File: config.mk
export PLATFORM = sky130hd
export DESIGN_NAME = rf_wr_arbiter_flat
export DESIGN_NICKNAME = d
export VERILOG_FILES = /design/src/rtl/rf_pkg.sv /design/src/rtl/rf_wr_arbiter_if.sv /design/src/rtl/rr_arb2.sv /design/src/rtl/rf_wr_arbiter.sv /design/src/flat_wrapper.sv
export SDC_FILE = /design/constraint.sdc
export NUM_CORES = 1
export LEC_CHECK = 0
export BUFFER_PORTS_ARGS = -buffer_cell sky130_fd_sc_hd__clkbuf_2
export CORE_UTILIZATION = 25
export CTS_CLUSTER_SIZE = 30
export DETAILED_ROUTE_END_ITERATION = 12
export GPL_TIMING_DRIVEN = 0
export PLACE_DENSITY = 0.5
export SETUP_SLACK_MARGIN = 0.15
export SLEW_MARGIN = 5
export SYNTH_ARGS = -nofsm -noshare
export SYNTH_HDL_FRONTEND = slang
export SYNTH_SLANG_ARGS = --single-unit
File: constraint.sdc
create_clock -name clk -period 2.55 [get_ports clk]
set_clock_uncertainty 0.05 [all_clocks]
set_input_delay 0.255 -clock clk [delete_from_list [all_inputs] [get_ports clk]]
set_output_delay 0.255 -clock clk [all_outputs]
set_load 0.02 [all_outputs]
File: src/rtl/rf_pkg.sv
// ---------------------------------------------------------------------------
// rf_pkg
// Shared definitions for the register-file write path.
//   RF_AW / RF_DW : address and data width of the 32x32 register file
//   RF_NREG       : number of architectural registers (2^RF_AW)
//   rf_wr_t       : one write transaction {we, addr, data}; used for the
//                   arbiter output register and for each request bundle
//                   (on a request bundle, 'we' carries the valid bit)
//   req_idx_e     : names of the two writeback sources
// ---------------------------------------------------------------------------
package rf_pkg;

    localparam int RF_AW   = 5;
    localparam int RF_DW   = 32;
    localparam int RF_NREG = 1 << RF_AW;

    typedef struct packed {
        logic             we;
        logic [RF_AW-1:0] addr;
        logic [RF_DW-1:0] data;
    } rf_wr_t;

    typedef enum logic {
        REQ_ALU  = 1'b0,
        REQ_LOAD = 1'b1
    } req_idx_e;

endpackage

File: src/rtl/rf_wr_arbiter_if.sv
// ---------------------------------------------------------------------------
// rf_wr_arbiter_if
// Bundles everything between the writeback sources, the arbiter and the
// register file write port.
//   hold                       : stall, no grant this cycle
//   reqN_valid/addr/data       : writeback requests (N = 0 ALU, 1 load)
//   reqN_ready                 : request N is accepted this cycle
//   wE / rW / busW             : registered register-file write port
//   pend                       : one-hot of rW while wE is high
//   last_gnt                   : index of the most recent grant
// master = writeback/decode side, slave = the arbiter.
// ---------------------------------------------------------------------------
interface rf_wr_arbiter_if
    import rf_pkg::*;
#(
    parameter int AW = RF_AW,
    parameter int DW = RF_DW
);

    localparam int NREG = 1 << AW;

    logic            hold;
    logic            req0_valid;
    logic [AW-1:0]   req0_addr;
    logic [DW-1:0]   req0_data;
    logic            req0_ready;
    logic            req1_valid;
    logic [AW-1:0]   req1_addr;
    logic [DW-1:0]   req1_data;
    logic            req1_ready;
    logic            wE;
    logic [AW-1:0]   rW;
    logic [DW-1:0]   busW;
    logic [NREG-1:0] pend;
    logic            last_gnt;

    modport master (
        output hold,
        output req0_valid, req0_addr, req0_data,
        input  req0_ready,
        output req1_valid, req1_addr, req1_data,
        input  req1_ready,
        input  wE, rW, busW, pend, last_gnt
    );

    modport slave (
        input  hold,
        input  req0_valid, req0_addr, req0_data,
        output req0_ready,
        input  req1_valid, req1_addr, req1_data,
        output req1_ready,
        output wE, rW, busW, pend, last_gnt
    );

endinterface

File: src/rtl/rr_arb2.sv
// ---------------------------------------------------------------------------
// rr_arb2
// Two-way round-robin arbiter, purely combinational.
//   req[1:0]  : request vector
//   hold      : suppresses every grant
//   ptr       : index of the previous grant
//   gnt[1:0]  : one-hot grant (or zero)
//   ptr_next  : pointer after this cycle; unchanged when nothing is granted
// ---------------------------------------------------------------------------
module rr_arb2 (
    input  logic [1:0] req,
    input  logic       hold,
    input  logic       ptr,
    output logic [1:0] gnt,
    output logic       ptr_next
);

    // On contention the requester that did not win last time goes first.
    always_comb begin
        gnt = 2'b00;
        if (!hold) begin
            case (req)
                2'b01:   gnt = 2'b01;
                2'b10:   gnt = 2'b10;
                2'b11:   gnt = ptr ? 2'b01 : 2'b10;
                default: gnt = 2'b00;
            endcase
        end
    end

    always_comb begin
        ptr_next = ptr;
        if (gnt[1]) begin
            ptr_next = 1'b1;
        end else if (gnt[0]) begin
            ptr_next = 1'b0;
        end
    end

endmodule

File: src/rtl/rf_wr_arbiter.sv
// ---------------------------------------------------------------------------
// rf_wr_arbiter
// Write-port arbiter for the single-write-port register file. Picks one of
// the ALU / load writebacks per cycle by round-robin and registers it onto
// the write port for exactly one cycle; the register file commits it on the
// following falling edge.
//   clk, rst_n : clock, asynchronous active-low reset
//   bus        : rf_wr_arbiter_if.slave (requests, readies, write port,
//                pend one-hot, round-robin pointer)
// Parameters DW / AW must match the interface instance and rf_pkg widths.
// ---------------------------------------------------------------------------
module rf_wr_arbiter
    import rf_pkg::*;
#(
    parameter int DW = RF_DW,
    parameter int AW = RF_AW
) (
    input  logic              clk,
    input  logic              rst_n,
    rf_wr_arbiter_if.slave    bus
);

    localparam int NREG = 1 << AW;

    rf_wr_t        req_bundle [2];
    logic [1:0]    req_vec;
    logic [1:0]    gnt;
    logic          arb_hold;
    logic          ptr_next;
    logic [AW-1:0] sel_addr;
    logic [DW-1:0] sel_data;
    rf_wr_t        wr_q;
    req_idx_e      last_gnt_q;
    logic [NREG-1:0] pend_d;

    assign req_bundle[0] = '{we: bus.req0_valid, addr: bus.req0_addr, data: bus.req0_data};
    assign req_bundle[1] = '{we: bus.req1_valid, addr: bus.req1_addr, data: bus.req1_data};
    assign req_vec       = {req_bundle[1].we, req_bundle[0].we};

    // Reset is treated like hold so no requester sees an acceptance that
    // the held-in-reset output register would silently throw away.
    assign arb_hold = bus.hold | ~rst_n;

    rr_arb2 u_arb (
        .req      (req_vec),
        .hold     (arb_hold),
        .ptr      (last_gnt_q),
        .gnt      (gnt),
        .ptr_next (ptr_next)
    );

    assign bus.req0_ready = gnt[0];
    assign bus.req1_ready = gnt[1];

    assign sel_addr = gnt[1] ? req_bundle[1].addr : req_bundle[0].addr;
    assign sel_data = gnt[1] ? req_bundle[1].data : req_bundle[0].data;

    // Output register. A write to r0 still uses the grant slot but leaves
    // wE low. Without a grant only wE falls; rW/busW keep the last write.
    always_ff @(posedge clk or negedge rst_n) begin
        if (!rst_n) begin
            wr_q       <= '0;
            last_gnt_q <= REQ_LOAD;
        end else if (|gnt) begin
            wr_q.we    <= (sel_addr != '0);
            wr_q.addr  <= sel_addr;
            wr_q.data  <= sel_data;
            last_gnt_q <= req_idx_e'(ptr_next);
        end else begin
            wr_q.we    <= 1'b0;
        end
    end

    // Register-in-flight decode for the decode-stage stall logic.
    always_comb begin
        pend_d = '0;
        if (wr_q.we) begin
            pend_d[wr_q.addr] = 1'b1;
        end
    end

    assign bus.wE       = wr_q.we;
    assign bus.rW       = wr_q.addr;
    assign bus.busW     = wr_q.data;
    assign bus.pend     = pend_d;
    assign bus.last_gnt = last_gnt_q;

endmodule

File: src/flat_wrapper.sv
// flat-port wrapper written by rule: the top's interface ports become plain ports
module rf_wr_arbiter_flat import rf_pkg::*;
#(
    parameter int DW = RF_DW,
    parameter int AW = RF_AW
)
  (clk, rst_n, bus_hold, bus_req0_valid, bus_req0_addr, bus_req0_data, bus_req0_ready, bus_req1_valid, bus_req1_addr, bus_req1_data, bus_req1_ready, bus_wE, bus_rW, bus_busW, bus_pend, bus_last_gnt);
  rf_wr_arbiter_if #(.AW(AW), .DW(DW)) bus_i ();
  input  logic clk;
  input  logic rst_n;
  input wire logic [$bits(bus_i.hold)-1:0] bus_hold;
  input wire logic [$bits(bus_i.req0_valid)-1:0] bus_req0_valid;
  input wire logic [$bits(bus_i.req0_addr)-1:0] bus_req0_addr;
  input wire logic [$bits(bus_i.req0_data)-1:0] bus_req0_data;
  output wire logic [$bits(bus_i.req0_ready)-1:0] bus_req0_ready;
  input wire logic [$bits(bus_i.req1_valid)-1:0] bus_req1_valid;
  input wire logic [$bits(bus_i.req1_addr)-1:0] bus_req1_addr;
  input wire logic [$bits(bus_i.req1_data)-1:0] bus_req1_data;
  output wire logic [$bits(bus_i.req1_ready)-1:0] bus_req1_ready;
  output wire logic [$bits(bus_i.wE)-1:0] bus_wE;
  output wire logic [$bits(bus_i.rW)-1:0] bus_rW;
  output wire logic [$bits(bus_i.busW)-1:0] bus_busW;
  output wire logic [$bits(bus_i.pend)-1:0] bus_pend;
  output wire logic [$bits(bus_i.last_gnt)-1:0] bus_last_gnt;
  assign bus_i.hold = bus_hold;
  assign bus_i.req0_valid = bus_req0_valid;
  assign bus_i.req0_addr = bus_req0_addr;
  assign bus_i.req0_data = bus_req0_data;
  assign bus_req0_ready = bus_i.req0_ready;
  assign bus_i.req1_valid = bus_req1_valid;
  assign bus_i.req1_addr = bus_req1_addr;
  assign bus_i.req1_data = bus_req1_data;
  assign bus_req1_ready = bus_i.req1_ready;
  assign bus_wE = bus_i.wE;
  assign bus_rW = bus_i.rW;
  assign bus_busW = bus_i.busW;
  assign bus_pend = bus_i.pend;
  assign bus_last_gnt = bus_i.last_gnt;
  rf_wr_arbiter #(.DW(DW), .AW(AW)) u_core (.clk(clk), .rst_n(rst_n), .bus(bus_i));
endmodule
==> impl_metrics.json <==
{
  "cp-end-kind": "output port",
  "syn_to_final_growth_pct": 44.0,
  "fmax_mhz": 464,
  "fin_crit_ns": 2.15,
  "antenna_found_initial": 0,
  "period_share_pct": 84.4,
  "whs_endpoint": "u_core.bus.busW[16]",
  "grt_pass1_wl_um": 13500,
  "place_congestion": 0.735,
  "yosys.area.top_type_share_pct": 40.3,
  "leakage_nw": 1.69,
  "ys_seq_area_share_pct": 41.4,
  "cts_buffers": 5,
  "startpoint_type": "input port",
  "antenna_cells": 0,
  "io_buffers": 150,
  "drive_gt1_share_pct": 39.5,
  "core_sq_um": 9200,
  "reg2reg_slack_ns": 0.88,
  "peakVddDrop_uv": 330,
  "netlist_area_sq_um": 2360,
  "routed_wl_um": 8420,
  "num_rows": 35,
  "r2r_end": "u_core.bus.busW[28]",
  "final_hold_viol_count": 0,
  "tightest_slew_ns": 0.542,
  "setup_viol": 0,
  "hp-start": "bus_req1_data[16]",
  "placed_area_sq_um": 3250,
  "critPathKind": "in -> out",
  "final_core_util_pct": 37.0,
  "grt_usage_pct": 17.3,
  "syn-num-nets": 354,
  "via_per_inst": 4.93,
  "dp_hpwl_um": 6320,
  "start_util_pct": 25.7,
  "dr.pass1.iters": 4,
  "clockBufferDepth": 2,
  "netlist_top_cells_area": "dfrtp_1 (40%), o2111ai_1 (12%), o211ai_1 (10%)",
  "clkSlewWorstSetupHoldPaths_ns": 0.09,
  "insertion_delay_ns": 0.29,
  "clock-sinks": 39,
  "hold_path_class": "in -> reg",
  "hold_depth": 3,
  "dieArea_sq_um": 9840,
  "wl_per_cell_um": 15.4,
  "maxSlewViolCount": 0,
  "synth_cell_types": 30,
  "worst-r2r-cell-count": 4,
  "relSlewSlack_pct": 63.9,
  "dr.first_iter.drc_count": 67,
  "r2r_start": "u_core.bus.last_gnt",
  "cp.arrival_ns": 1.85,
  "htree_levels": 2,
  "syn_inst": 275,
  "grt_pass1_vias": 2593,
  "status": "finished, final reports clean",
  "drv_cap": 0,
  "synth_edf_count": 0,
  "rsz0062_at_grt": "false",
  "grt_max_degree": 39,
  "clk_root_buffer_cell": "clkbuf_8",
  "yosysTopAreaCell": "dfrtp_1",
  "postCtsSetupBuffers": 0,
  "power_density_nw_per_um2": 615,
  "drc": 0,
  "synth_seq_cells": 39,
  "synth_warnings": 0,
  "ioPinCount": 152,
  "cp_max_fo": 10,
  "dieWidth_um": 99.2,
  "num_vias": 2693,
  "synth_flop_cell": "dfrtp_1",
  "nets": 513,
  "fin_setup_tns_ns": 0,
  "avgSynthCellArea_sq_um": 8.59,
  "gr-total-overflow": 0,
  "cts_tree": "done",
  "worstPathRequired_ns": 2.25,
  "die_h_um": 99.2,
  "postRouteAntennaNets": 0,
  "postSynth.asyncResetShare_pct": 100,
  "finish.instance_area_sq_um": 3400
}
-- sequential cells by signal (all words and copies together), names as in the netlist --
register,cells
u_core.bus.rW,5
u_core.bus.busW,32
u_core.bus.wE,1
u_core.bus.last_gnt,1
-- cells in the mapped netlist (4+ instances only) --
| library cell | instances |
|---|---|
| inv_1 | 34 |
| clkbuf_1 | 20 |
| o21ai_1 | 6 |
| a311o_1 | 4 |
| nor2_1 | 35 |
| buf_2 | 7 |
| o2111ai_1 | 33 |
| o211ai_1 | 33 |
| dfrtp_1 | 38 |
| o21a_1 | 4 |
| nand3b_1 | 5 |
| buf_6 | 4 |
| and3_1 | 4 |
| o21ai_0 | 27 |
-- how the worst max path moves through the flow --
stage	start	to	depth (start not counted)
2_1_floorplan	u_core.bus.rW[4]	bus_pend[16]	3
3_3_place_gp	rst_n	bus_req0_ready	6
3_5_place_dp	rst_n	bus_req0_ready	6
4_1_cts	rst_n	bus_req0_ready	7
5_1_grt	rst_n	bus_req0_ready	7
6_report	rst_n	bus_req0_ready	7
-- cell type report --
| cell class | count | area [sq um] |
|---|---|---|
| Buffer | 32 | 163 |
| Timing Repair Buffer | 152 | 783 |
| Tap cell | 111 | 139 |
| Clock inverter | 2 | 35.0 |
| Inverter | 35 | 131 |
| Sequential cell | 39 | 977 |
| Fill cell | 992 | 5800 |
| Clock buffer | 6 | 82.6 |
| Multi-Input combinational cell | 169 | 1090 |
-- through the flow --
step / cells / hold slack [ns] / worst slack, ns / total power [mW]
finish: 546 / 0.147 / 0.397 / 2.09
global route: 546 / 0.163 / 0.210 / 2.22
CTS: 546 / 0.137 / 0.386 / 2.13
detailed placement: 536 / 0.462 / 0.107 / 1.56
global placement: 536 / 0.458 / 0.137 / 1.55
floorplan: 275 / -0.0906 / 0.855 / 1.26
-- worst max-delay path, stage by stage --
cell           delay (ns)
dlygate4sd3_1        0.52
clkbuf_4             0.18
nor2b_1              0.12
buf_2                0.19
buf_2                0.24
o211a_1              0.17
clkbuf_2             0.16
-- per-layer routing --
layer	share of wire [%]	GRT usage (%)
met1	45	22.8
met2	47	29.3
met3	7.3	3.87
met4	0.34	3.28
met5	0	0
-- kinds of logic after synthesis --
group / synth area share [%]
compound gates: 33.9
buf+inv: 12.5
flops: 41.4
simple gates: 12.2
-- cells in the final DEF (no fill, tap or decap), drive strengths merged --
master / synthesis / final
inv: 34 / 34
o22a: 1 / 1
and3b: 1 / 1
o211ai: 33 / 33
bufinv: 0 / 1
nor2: 35 / 35
and3: 4 / 4
dlygate4sd3: 0 / 1
o21a: 4 / 4
or3: 1 / 1
a311o: 4 / 4
nor2b: 1 / 1
nand2: 3 / 3
or4: 1 / 1
nand2b: 1 / 1
dfstp: 1 / 1
clkinv: 1 / 2
o311a: 1 / 1
buf: 12 / 13
o211a: 1 / 1
o21ai: 33 / 33
o2111ai: 33 / 33
clkbuf: 20 / 176
or3b: 3 / 3
nand3b: 5 / 5
nand4: 1 / 1
dfrtp: 38 / 38
nand3: 2 / 2
nor4: 1 / 1
-- power by group --
part / switching [mW] / internal [mW]
Clock: 0.231 / 0.317
Combinational: 0.474 / 0.264
Sequential: 0.0657 / 0.739
Total: 0.771 / 1.32
-- timing repair --
item | in CTS | in global routing
endpoints found under the setup margin | 1 | 0
hold buffers | 2 | 0
gates resized for setup | 1 | 0
endpoints found under the hold margin | 38 | 0
(Power assumes the default switching activity.)
